`config.mk`:
```
export PLATFORM = sky130hd
export DESIGN_NAME = run_ctrl
export DESIGN_NICKNAME = d
export VERILOG_FILES = /design/src/rtl/run_ctrl.sv
export SDC_FILE = /design/constraint.sdc
export NUM_CORES = 1
export LEC_CHECK = 0
export CAP_MARGIN = 10
export CORE_ASPECT_RATIO = 1.4
export CORE_MARGIN = 2
export CORE_UTILIZATION = 45
export CTS_CLUSTER_DIAMETER = 60
export CTS_CLUSTER_SIZE = 20
export DETAILED_ROUTE_END_ITERATION = 12
export DONT_BUFFER_PORTS = 1
export MAX_ROUTING_LAYER = met4
export PLACE_DENSITY = 0.65
export SYNTH_ARGS = -nofsm -noshare
export SYNTH_HDL_FRONTEND = slang
export SYNTH_SLANG_ARGS = --single-unit
```
`constraint.sdc`:
```
create_clock -name clk -period 3.8 [get_ports clk]
set_input_delay 0.19 -clock clk [delete_from_list [all_inputs] [get_ports clk]]
set_output_delay 0.19 -clock clk [all_outputs]
set_load 0.01 [all_outputs]
```
`src/rtl/run_ctrl.sv`:
```
// Run sequencer: streams an initial image into data memory, holds the CPU in
// reset, releases it, counts run cycles until done or timeout, then halts it.
module run_ctrl #(
    parameter int unsigned      HOLD_CYC = 2,
    parameter int unsigned      CW       = 16,
    parameter logic [CW-1:0]    MAX_CYC  = 16'd4000
) (
    input  logic          clk,
    input  logic          reset,
    input  logic          start,
    input  logic          ld_valid,
    input  logic [7:0]    ld_data,
    input  logic          ld_last,
    output logic          ld_ready,
    output logic          cpu_reset,
    input  logic          cpu_done,
    output logic          dm_we,
    output logic [7:0]    dm_adr,
    output logic [7:0]    dm_di,
    output logic          busy,
    output logic          finished,
    output logic          timeout,
    output logic [CW-1:0] cycles
);

    localparam int unsigned HW = (HOLD_CYC > 1) ? $clog2(HOLD_CYC) : 1;
    localparam logic [HW-1:0] HOLD_LAST = HW'(HOLD_CYC - 1);

    typedef enum logic [2:0] {IDLE, LOAD, HOLD, RUN, FIN, TMO} state_t;

    state_t        state, state_nxt;
    logic [7:0]    addr, addr_nxt;
    logic [HW-1:0] hold_cnt, hold_nxt;
    logic [CW-1:0] cycles_nxt, cyc_inc;
    logic          cpu_reset_nxt, dm_we_nxt, busy_nxt, finished_nxt, timeout_nxt;
    logic [7:0]    dm_adr_nxt, dm_di_nxt;
    logic          accept, load_end, hold_end;

    assign ld_ready = (state == LOAD);
    assign accept   = ld_valid & ld_ready;
    // A beat landing on address 255 closes the image so the address never wraps
    assign load_end = accept & (ld_last | (addr == 8'hFF));
    assign hold_end = (hold_cnt == HOLD_LAST);
    assign cyc_inc  = cycles + CW'(1);

    always_ff @(posedge clk or negedge reset) begin
        if (!reset) begin
            state     <= IDLE;
            addr      <= '0;
            hold_cnt  <= '0;
            cycles    <= '0;
            cpu_reset <= 1'b1;
            dm_we     <= 1'b0;
            dm_adr    <= '0;
            dm_di     <= '0;
            busy      <= 1'b0;
            finished  <= 1'b0;
            timeout   <= 1'b0;
        end else begin
            state     <= state_nxt;
            addr      <= addr_nxt;
            hold_cnt  <= hold_nxt;
            cycles    <= cycles_nxt;
            cpu_reset <= cpu_reset_nxt;
            dm_we     <= dm_we_nxt;
            dm_adr    <= dm_adr_nxt;
            dm_di     <= dm_di_nxt;
            busy      <= busy_nxt;
            finished  <= finished_nxt;
            timeout   <= timeout_nxt;
        end
    end

    always_comb begin
        state_nxt = state;
        case (state)
            IDLE, FIN, TMO: if (start) state_nxt = LOAD;
            LOAD:           if (load_end) state_nxt = HOLD;
            HOLD:           if (hold_end) state_nxt = RUN;
            RUN: begin
                if (cpu_done)               state_nxt = FIN;
                else if (cyc_inc == MAX_CYC) state_nxt = TMO;
            end
            default:        state_nxt = IDLE;
        endcase
    end

    always_comb begin
        addr_nxt      = addr;
        hold_nxt      = hold_cnt;
        cycles_nxt    = cycles;
        cpu_reset_nxt = cpu_reset;
        dm_we_nxt     = 1'b0;
        dm_adr_nxt    = dm_adr;
        dm_di_nxt     = dm_di;
        busy_nxt      = busy;
        finished_nxt  = finished;
        timeout_nxt   = timeout;
        case (state)
            IDLE, FIN, TMO: begin
                cpu_reset_nxt = 1'b1;
                if (start) begin
                    busy_nxt     = 1'b1;
                    finished_nxt = 1'b0;
                    timeout_nxt  = 1'b0;
                    cycles_nxt   = '0;
                    addr_nxt     = '0;
                end
            end
            LOAD: begin
                cpu_reset_nxt = 1'b1;
                if (accept) begin
                    dm_we_nxt  = 1'b1;
                    dm_adr_nxt = addr;
                    dm_di_nxt  = ld_data;
                    addr_nxt   = addr + 8'd1;
                end
                if (load_end) hold_nxt = '0;
            end
            HOLD: begin
                hold_nxt = hold_cnt + HW'(1);
                if (hold_end) cpu_reset_nxt = 1'b0;
            end
            RUN: begin
                if (cpu_done) begin
                    cpu_reset_nxt = 1'b1;
                    busy_nxt      = 1'b0;
                    finished_nxt  = 1'b1;
                end else begin
                    cycles_nxt = cyc_inc;
                    if (cyc_inc == MAX_CYC) begin
                        cpu_reset_nxt = 1'b1;
                        busy_nxt      = 1'b0;
                        timeout_nxt   = 1'b1;
                    end
                end
            end
            default: cpu_reset_nxt = 1'b1;
        endcase
    end

endmodule

```
After elaboration in Yosys (flattened, before gate mapping):

Cells that the tools add are included.

* register bits: 49
* input bits: 14
* word-level logic and storage cells: 75

* multiplexer cells: 29
* equal/unequal tests: 15
* $add $sub $neg: 3
* bitwise logic cells: 3
* reduce and logical (&&, ||, !) cells: 14

Operators with widths (count)
* $mux W16: 2
* $pmux W16 S2: 1
* $add A16 B1 Y16 const B: 1
* $eq A16 B12 Y1 const B: 1
* $mux W8: 2
* $pmux W8 S2: 1
* $mux W3: 5
* $mux W1: 12
* $pmux W3 S4: 1
* $reduce_and A3 Y1: 4
* $ne A2 B2 Y1 const B: 5
* $pmux W1 S2: 5
* $add A8 B1 Y8 const B: 1
* $eq A8 B8 Y1 const B: 1
* $reduce_and A4 Y1: 2
* $eq A3 B2 Y1 const B: 2
* $eq A3 B3 Y1 const B: 2
* $reduce_and A2 Y1: 3
* $reduce_bool A2 Y1: 3
* $ne A2 B1 Y1 const B: 2
* $eq A3 B1 Y1 const B: 1
* $logic_not A3 Y1: 1
* $ne A3 B3 Y1 const B: 1
* $reduce_or A3 Y1: 1
* other kinds (3): 4

Logic depth before layout (Yosys ltp):

Gate-level depths: netlist of run 1.

* depth after elaboration: 5
* gate-level depth with buffers: 8
* depth with buffers taken out: 7

Worst setup path before layout of run 1:

No wires, ideal clock.

* path type: reg2reg
* start point: register cycles[0]
* end point: register busy
* setup slack: 1785 ps
* buffers on the path: 1
* stages on the path, launching flop included: 9
* period minus slack after synthesis: 2015 ps
* arrival: 1878 ps
* setup time: 136 ps
* path through: dfrtp_1 > ha_1 > clkbuf_1 > and3_1 > a31oi_1 > a2111oi_4 > a41oi_2 > o21ai_1 > a21oi_1

* word-level cells in the longest chain between the ends: 4

RTL lines
* from (decl): line 23 `output logic [CW-1:0] cycles`
* from (signal assigned): line 63 `cycles <= cycles_nxt;`
* $add A16 B1 Y16: line 44 `assign cyc_inc = cycles + CW'(1);`
* $eq A16 B12 Y1: line 131 `if (cyc_inc == MAX_CYC) begin`
* $ne A3 B3 Y1 (no line)
* $reduce_and A3 Y1 (no line)
* to (signal assigned): line 68 `busy <= busy_nxt;`
* to (decl): line 20 `output logic busy,`

Every way passes these cells.
A chain may end at the register's enable or synchronous reset.

Worst setup path in the final report of run 1:

* start point: register cycles[0]
* end point: register state[1]

* word-level cells in the longest chain between the ends: 4

RTL lines
* $add A16 B1 Y16: line 44
* $eq A16 B12 Y1: line 82 `else if (cyc_inc == MAX_CYC) state_nxt = TMO;`
* $ne A3 B3 Y1 (no line)
* $reduce_and A4 Y1 (no line)
* to (signal assigned): line 60 `state <= state_nxt;`
* to (decl): line 31 `state_t state, state_nxt;`

Every way passes these cells.

==> results of run 1 <==
==> cells by family (layout without fill, tap and decap cells) <==
| kind of cell | Yosys count | in the layout | synth area share [%] |
|---|---|---|---|
| flip-flops | 49 | 49 | 48.4 |
| buffers and inverters | 22 | 27 | 4.05 |
| adder cells (fa/ha/maj) | 3 | 3 | 1.48 |
| AND/OR/NAND/NOR | 135 | 135 | 25.2 |
| XOR/XNOR | 8 | 8 | 2.77 |
| AO/OA/AOI/OAI | 66 | 66 | 18.1 |
==> worst reg2reg max path, stage by stage (launching register included) <==
cell       delay (ns)
dfrtp_1          0.62
ha_1             0.39
and3_1           0.25
a31oi_1          0.14
a2111oi_4        0.40
a41oi_2          0.21
o21ai_1          0.17
a21oi_1          0.08
==> routing by layer <==
layer,part of all wire [%],routed length [um],track usage [%],up-vias
met5,0,0,-,-
met2,51,3000,35.1,53
met4,2.6,157,8.67,0
met3,5.1,302,4.50,13
li1,-,-,-,997
met1,42,2470,25.1,1030
==> synth_stat cells, types with 5 or more instances <==
cell type,number,area [um2]
nand2_1,76,285
dfrtp_1,48,1200
o21ai_0,24,120
nor2_1,20,75.1
a21oi_1,9,45.0
clkbuf_1,8,30.0
nand4_1,7,43.8
a31oi_1,5,31.3
inv_1,5,18.8
nand3_1,5,25.0
xor2_1,5,43.8
==> worst paths after layout <==
| kind | startpoint | endpoint | slack, ns | cells after the start |
|---|---|---|---|---|
| max | cycles[0] | state[1] | 1.43 | 7 |
| min | cpu_done | finished | 0.05 | 2 |
| max reg2reg | cycles[0] | state[1] | 1.43 | 7 |
| min reg2reg | addr[7] | dm_adr[7] | 0.54 | 2 |
| max in group asynchronous | reset | cpu_reset | 3.13 | 2 |
| min in group asynchronous | reset | dm_di[4] | 0.39 | 2 |
==> report_power, final <==
group | leakage (nW) | switching (mW) | internal [mW]
logic | 0.543 | 0.233 | 0.127
registers | 0.654 | 0.162 | 0.631
clock network | 0.0591 | 0.197 | 0.201
total | 1.26 | 0.593 | 0.959
==> registers in the layout, summed over array words and instances, names as in the netlist <==
register and cells:
cycles 16, addr 8, dm_adr 8, dm_di 8, state 3, busy 1, cpu_reset 1, dm_we 1
finished 1, hold_cnt 1, timeout 1
==> area by class of cell <==
| cell class | count | area, um2 | share of cell area, % |
|---|---|---|---|
| Clock buffer | 5 | 68.8 | 2.46 |
| Inverter | 6 | 22.5 | 0.806 |
| Clock inverter | 3 | 47.5 | 1.70 |
| Tap cell | 68 | 85.1 | 3.04 |
| Timing Repair Buffer | 13 | 140 | 5.01 |
| Multi-Input combinational cell | 212 | 1200 | 43.1 |
| Sequential cell | 49 | 1230 | 43.9 |
==> run_results.csv, run 1 <==
group,metric,value,unit
yosys,synth_edf_count,0,
yosys,syn_nets,300,
floorplan,boundaryPins,52,
critical_path,max_stage_delay,0.62,ns
finish,drive_above_1_share,7.64,%
flow_run,cap_violations,0,
clocking,cts_root_buffer,"clkbuf_8",
sta,fin_crit,2.37,ns
clocking,cts_tree,"yes",
critical_path,path_max_fanout,13,
critical_path,critPathTopFamily,"compound AO/OA/AOI/OAI gates",
clocking,cts_sinks,49,
sta,setup_viol,0,
critical_path,critPathBufInv,0,
grt,grt_pass1_vias,2047,
power,cellLeakagePower,1.26,nW
drt,viasPerCell,5.88,
sta,rsz0062_at_grt,"no",
critical_path,crit_chain,"ha_1 -> and3_1 -> a31oi_1 -> a2111oi_4 -> a41oi_2 -> o21ai_1 -> a21oi_1",
clocking,post-cts-setup-buffers,0,
sta,hold_ws,0.0548,ns
finish,post-route-util,51.0,%
finish,nets,304,
sta,skew,0.0120,ns
clocking,clk-insertion-delay-late,0.31,ns
power,p_per_area,555,nW/um2
yosys,synth_cell_types,57,
finish,antenna_cells,0,
clocking,htree_levels,2,
finish,synthToLayoutAreaGrowth,10.3,%
drt,wl_per_cell,16.7,um
clocking,cts_buffers,5,
drt,drc,0,
critical_path,startpoint_type,"flip-flop",
critical_path,crit_type,"reg -> reg",
yosys,syn_inst,283,
power,peakVddDrop,0.303,mV
min_path,hp-class,"in -> reg",
grt,antenna_found_initial,0,
placed_design,numPortBuffers,0,
yosys,async_reset_ff_share,100,%
clocking,cts.clk_slew.worst_paths,0.10,ns
placed_design,gp_congestion,0.779,
placed_design,hpwl,3.84,mm
critical_path,worstPathRequired,3.99,ns
sta,finalHoldViolations,0,
floorplan,die_h,92.8,um
drt,vias,2093,
yosys,syn_avg_cell_area,8.95,um2
critical_path,crit_arrival,2.56,ns
finish,layout_commonest_cell,"nand2_1",
yosys,synth.ff_latch_count,49,
grt,grt.overflow.total,0,
drt,routed_wl,5.93,mm
critical_path,endpoint_kind,"flip-flop",
yosys,ys_warn_count,0,
yosys,ys.flop_type,"dfrtp_1",
critical_path,crit_path_top_delay_cell,"dfrtp_1",
sta,max_slew.worst_pin.slew,0.873,ns
sta,finalCritPeriodShare,62.4,%
clocking,cts_hold_buf,10,
finish,stdcell_area,2800,um2
sta,finalSetupTns,0,ns
placed_design,dpl_cell_area,2560,um2
grt,grt_usage,21.4,%
sta,fmax,422,MHz
clocking,cts_resized,0,
yosys,yosysSeqAreaShare,48.4,%
placed_design,detailedPlace.worstSlack,1.46,ns
floorplan,die_w,67.4,um
power,finalPower,1.55,mW
sta,slew_violations,0,
drt,ant_nets,0,
drt,first_pass_iters,4,
finish,stdcell_count,356,
grt,grt_pass1_wl,9.91,mm
finish,layout_common_cells,"nand2_1 (76), dfrtp_1 (48), o21ai_0 (24)",
floorplan,die-area,6250,um2
placed_design,post-place-cells,338,
sta,slew_headroom,41.6,%
clocking,clockBufferDepth,2,
status,status,"complete, no violations",
drt,drt_iter0_drc,180,
sta,setup_ws,1.43,ns
grt,grt_max_degree,50,
floorplan,rows,32,
floorplan,start_util,46.2,%
finish,nFillCells,525,
floorplan,core_area,5490,um2
yosys,syn-cell-area,2530,um2
(Power assumes the default switching activity.)
==> run 2: changes to the inputs <==
==> constraint.sdc (replaced) <==
create_clock -name clk -period 2.4 [get_ports clk]
set_input_delay 0.12 -clock clk [delete_from_list [all_inputs] [get_ports clk]]
set_output_delay 0.12 -clock clk [all_outputs]
set_load 0.01 [all_outputs]
==> run 2 against run 1 <==
Effect of this change: clock power rose by 58%; routed wire length down 0.76%; maximum frequency grew 11%; global-route usage down 1.0 points; sequential power grew 50%; worst setup slack got worse by 1.2 ns; largest power group unchanged.
==> run_results.csv, run 2 (synthesized netlist as in run 1, its figures left out) <==
group,metric,value,unit
finish,antenna_cells,0,
finish,layout_commonest_cell,"nand2_1",
sta,slew_violations,0,
sta,setup_viol,0,
drt,first_pass_iters,4,
critical_path,worstPathRequired,2.58,ns
sta,finalCritPeriodShare,88.9,%
finish,largest_reg_flops,16,
sta,fmax,468,MHz
drt,routed_wl,5.89,mm
floorplan,start_util,46.2,%
drt,wl_per_cell,15.9,um
critical_path,path_max_fanout,11,
sta,fin_crit,2.13,ns
drt,vias,2063,
placed_design,post-place-cells,350,
finish,stdcell_area,2910,um2
clocking,cts_sinks,49,
finish,post-route-util,53.0,%
floorplan,core_area,5490,um2
critical_path,crit_arrival,2.31,ns
critical_path,endpoint_kind,"flip-flop",
drt,viasPerCell,5.58,
floorplan,die-area,6250,um2
critical_path,crit_type,"reg -> reg",
clocking,clockBufferDepth,2,
finish,synthToLayoutAreaGrowth,14.8,%
critical_path,max_stage_delay,0.57,ns
critical_path,crit_path_top_delay_cell,"dfrtp_1",
sta,finalSetupTns,0,ns
flow_run,cap_violations,0,
placed_design,hpwl,3.93,mm
finish,regMostFlops,"cycles",
drt,ant_nets,0,
clocking,cts_root_buffer,"clkbuf_8",
power,peakVddDrop,0.501,mV
placed_design,numPortBuffers,0,
sta,max_slew.worst_pin.slew,0.657,ns
clocking,cts_buffers,5,
floorplan,rows,32,
clocking,cts_hold_buf,12,
clocking,cts.clk_slew.worst_paths,0.09,ns
grt,grt.overflow.total,0,
grt,grt_pass1_wl,9.49,mm
sta,finalHoldViolations,0,
finish,drive_above_1_share,11.3,%
min_path,hp-class,"in -> reg",
grt,grt_usage,20.4,%
sta,rsz0062_at_grt,"no",
status,status,"complete, no violations",
clocking,clk-insertion-delay-late,0.30,ns
placed_design,dpl_cell_area,2650,um2
floorplan,boundaryPins,52,
finish,nets,318,
power,p_per_area,867,nW/um2
grt,grt_pass1_vias,2025,
drt,drt_iter0_drc,143,
placed_design,gp_congestion,0.810,
clocking,cts_resized,0,
clocking,cts_tree,"yes",
sta,slew_headroom,56.2,%
power,cellLeakagePower,1.33,nW
finish,layout_common_cells,"nand2_1 (76), dfrtp_1 (48), o21ai_0 (24)",
critical_path,crit_chain,"nand2_1 -> or3_4 -> a2111oi_4 -> a41oi_2 -> o21ai_1 -> a21oi_1",
sta,skew,0.0100,ns
floorplan,die_w,67.4,um
drt,drc,0,
clocking,htree_levels,2,
grt,antenna_found_initial,0,
critical_path,startpoint_type,"flip-flop",
grt,grt_max_degree,50,
clocking,post-cts-setup-buffers,0,
finish,stdcell_count,370,
floorplan,die_h,92.8,um
finish,nFillCells,492,
[run 2: cell count changes in the layout (fill, tap and decap cells not counted)]
cell	delta
clkinvlp_4	+1
dlygate4sd3_1	+2
inv_6	-2
buf_4	+12
clkbuf_8	+1
[run 2: critical path, delay by kind of cell (launching register included)]
kind	cells	cell delay (ns)
compound gates	4	0.86
flops	1	0.57
simple gates	2	0.57
[run 2: metal layers]
layer | vias up | routed length (um) | share of wire [%] | global-route usage, %
met5 | - | 0 | 0 | -
met4 | 0 | 82 | 1.4 | 6.80
met3 | 6 | 231 | 3.9 | 4.01
met2 | 47 | 3230 | 55 | 36.5
met1 | 990 | 2340 | 40 | 22.0
li1 | 1020 | - | - | -
[run 2: area by class of cell]
cell class / count / area (um2) / area share [%]
tap: 68 / 85.1 / 2.92
multi-input combinational: 212 / 1200 / 41.4
clock buffer: 6 / 82.6 / 2.84
timing repair buffer: 27 / 250 / 8.60
inverter: 6 / 22.5 / 0.774
clock inverter: 2 / 37.5 / 1.29
sequential: 49 / 1230 / 42.2
[run 2: where the power goes]
group          internal [mW]  switching, mW
Sequential              1.00          0.193
Combinational          0.252          0.448
Clock                  0.339          0.288
Total                   1.59          0.929
[run 2: path summary, 6_finish.rpt]
| kind | end | startpoint | slack (ns) | cells past startpoint |
|---|---|---|---|---|
| worst min-delay path | finished | start | 0.05 | 3 |
| worst min register to register | cpu_reset | cpu_reset | 0.51 | 2 |
| min in group asynchronous | cycles[8] | reset | 0.33 | 2 |
| worst max-delay path | state[1] | cycles[3] | 0.27 | 6 |
| worst max register to register | state[1] | cycles[3] | 0.27 | 6 |
| max in group asynchronous | cpu_reset | reset | 1.79 | 2 |
[run 2: metrics by stage]
stage	total power, mW	hold slack (ns)	worst slack, ns
final	2.52	0.0466	0.265
after CTS	2.55	0.0326	0.242
after global routing	2.70	0.0770	0.137
after global placement	1.86	-0.174	0.310
after floorplan	1.67	-0.176	0.385
after detailed placement	1.88	-0.174	0.266
==> run 3: changes to the inputs <==
--- a/config.mk
+++ b/config.mk
@@ -6,6 +6,8 @@
 export NUM_CORES = 1
 export LEC_CHECK = 0
 export CAP_MARGIN = 10
+export CELL_PAD_IN_SITES_DETAIL_PLACEMENT = 1
+export CELL_PAD_IN_SITES_GLOBAL_PLACEMENT = 1
 export CORE_ASPECT_RATIO = 1.4
 export CORE_MARGIN = 2
 export CORE_UTILIZATION = 45
@@ -14,7 +16,8 @@
 export DETAILED_ROUTE_END_ITERATION = 12
 export DONT_BUFFER_PORTS = 1
 export MAX_ROUTING_LAYER = met4
-export PLACE_DENSITY = 0.65
+export PLACE_DENSITY = 0.81
+export SETUP_SLACK_MARGIN = 0.02
 export SYNTH_ARGS = -nofsm -noshare
 export SYNTH_HDL_FRONTEND = slang
 export SYNTH_SLANG_ARGS = --single-unit
==> run 3 against run 2 <==
Effect of this change: register-to-register slack gained 0.03 ns; global-route usage grew 3.8 points; via count grew 4.5%; critical path depth grew 1; sequential cell count is the same; final area shrank 1.1%; sequential power is essentially flat; highest routed layer unchanged.
==> run_results.csv, run 3 (synthesized netlist as in run 1, its figures left out) <==
group,metric,value,unit
power,switching_power,0.960,mW
sta,finalHoldViolations,0,
clocking,cts_buffers,5,
floorplan,rows,32,
clocking,cts_sinks,49,
critical_path,max_stage_delay,0.41,ns
critical_path,reg2reg_to,"state[1]",
finish,layout_commonest_cell,"nand2_1",
flow_run,cap_violations,0,
critical_path,r2r_start,"cycles[0]",
grt,antenna_found_initial,0,
sta,slew_violations,0,
drt,drt_iter0_drc,116,
drt,ant_nets,0,
critical_path,critPathBufInv,0,
power,cellLeakagePower,1.31,nW
sta,skew,0.0101,ns
sta,finalCritPeriodShare,87.9,%
placed_design,hpwl,4.63,mm
grt,grt_pass1_vias,2326,
sta,fin_crit,2.11,ns
clocking,cts_tree,"yes",
clocking,htree_levels,2,
placed_design,numPortBuffers,0,
critical_path,cp.depth,7,
power,p_per_area,836,nW/um2
grt,grt_max_degree,50,
critical_path,reg2regPathDepth,7,
critical_path,startpoint_type,"flip-flop",
critical_path,crit_path_top_delay_cell,"a2111oi_4",
power,peakVddDrop,0.448,mV
sta,finalSetupTns,0,ns
min_path,hp-class,"in -> reg",
drt,vias,2155,
critical_path,rrSetupSlack,0.29,ns
floorplan,die-area,6250,um2
critical_path,path_max_fanout,9,
power,sw_frac_of_total,39.9,%
clocking,clockBufferDepth,2,
clocking,post-cts-setup-buffers,0,
critical_path,worstPathRequired,2.59,ns
floorplan,boundaryPins,52,
floorplan,die_h,92.8,um
critical_path,endpoint_kind,"flip-flop",
drt,routed_wl,6.67,mm
finish,largest_reg_flops,16,
finish,layout_common_cells,"nand2_1 (76), dfrtp_1 (48), o21ai_0 (24)",
critical_path,crit_type,"reg -> reg",
clocking,cts_resized,0,
power,seqPwrFrac,50.6,%
sta,setup_viol,0,
sta,fmax,474,MHz
finish,nets,317,
grt,grt_usage,24.2,%
grt,grt.overflow.total,0,
power,comb_power_share,28.1,%
finish,regMostFlops,"cycles",
critical_path,crit_path_end,"state[1]",
floorplan,core_area,5490,um2
clocking,clk-insertion-delay-late,0.31,ns
sta,slew_headroom,36.3,%
power,cellInternalPower,1.44,mW
finish,drive_above_1_share,11.0,%
critical_path,crit_chain,"ha_1 -> and3_1 -> a31oi_1 -> a2111oi_4 -> a41oi_2 -> o21ai_1 -> a21oi_1",
power,finalPower,2.40,mW
drt,wl_per_cell,18.1,um
critical_path,critPathTopFamily,"compound AO/OA/AOI/OAI gates",
drt,first_pass_iters,4,
finish,antenna_cells,0,
status,status,"complete, no violations",
grt,grt_pass1_wl,11.3,mm
clocking,cts_root_buffer,"clkbuf_8",
sta,rsz0062_at_grt,"no",
placed_design,gp_congestion,0.787,
floorplan,start_util,46.2,%
finish,synthToLayoutAreaGrowth,13.5,%
critical_path,crit_arrival,2.30,ns
critical_path,worstSetupStartpoint,"cycles[0]",
drt,viasPerCell,5.84,
sta,max_slew.worst_pin.slew,0.953,ns
clocking,cts.clk_slew.worst_paths,0.10,ns
drt,drc,0,
floorplan,die_w,67.4,um
power,p_clk_share,21.3,%
==> run 3: power groups by stage <==
stage          registers [mW]  logic (mW)  clock network (mW)
2_1_floorplan            1.18       0.485                   0
3_3_place_gp             1.22       0.612                   0
3_5_place_dp             1.23       0.645                   0
4_1_cts                  1.22       0.686               0.533
5_1_grt                  1.24       0.779               0.571
6_report                 1.22       0.675               0.513
==> run 3: worst min path at each step <==
stage	slack, ns	from	cells after the start	end
after global placement	-0.17	reset	0	cycles[5]
after global routing	0.05	cpu_done	3	busy
after floorplan	-0.18	reset	0	addr[0]
after detailed placement	-0.17	reset	0	cycles[5]
final	0.04	start	3	finished
after CTS	0.03	start	3	finished
==> run 3: timing repair <==
action | CTS | global route
setup endpoints to repair | 0 | 0
hold buffers | 12 | 0
endpoints found under the hold margin | 59 | 0
==> run 3: layout make-up <==
| cell class | instances | area [um2] |
|---|---|---|
| Fill cell | 657 | 2610 |
| Sequential cell | 49 | 1230 |
| Multi-Input combinational cell | 212 | 1200 |
| Timing Repair Buffer | 26 | 243 |
| Tap cell | 68 | 85.1 |
| Clock buffer | 5 | 68.8 |
| Clock inverter | 3 | 26.3 |
| Inverter | 6 | 22.5 |
==> run 3: worst min-delay path, cell delays in order <==
cell	delay, ns
nand2_1	0.04
a21oi_1	0.06
nor2_1	0.08
==> run 3: metrics by stage <==
stage | hold WS (ns) | area, um2 | util [%] | setup WS (ns) | std cells
floorplan | -0.176 | 2530 | - | 0.385 | 283
global placement | -0.174 | 2640 | 48.2 | 0.380 | 349
detailed placement | -0.174 | 2640 | 48.2 | 0.317 | 349
CTS | 0.0274 | 2880 | 52.4 | 0.284 | 369
global route | 0.0548 | 2880 | 52.4 | 0.125 | 369
finish | 0.0363 | 2880 | 52.4 | 0.291 | 369
==> run 3: per-layer routing <==
metal	vias to the layer above	routed length (um)	track usage, %
met5	-	0	-
met4	0	113	7.48
met3	7	175	4.74
met2	28	3830	43.6
met1	1098	2550	26.1
li1	1022	-	-
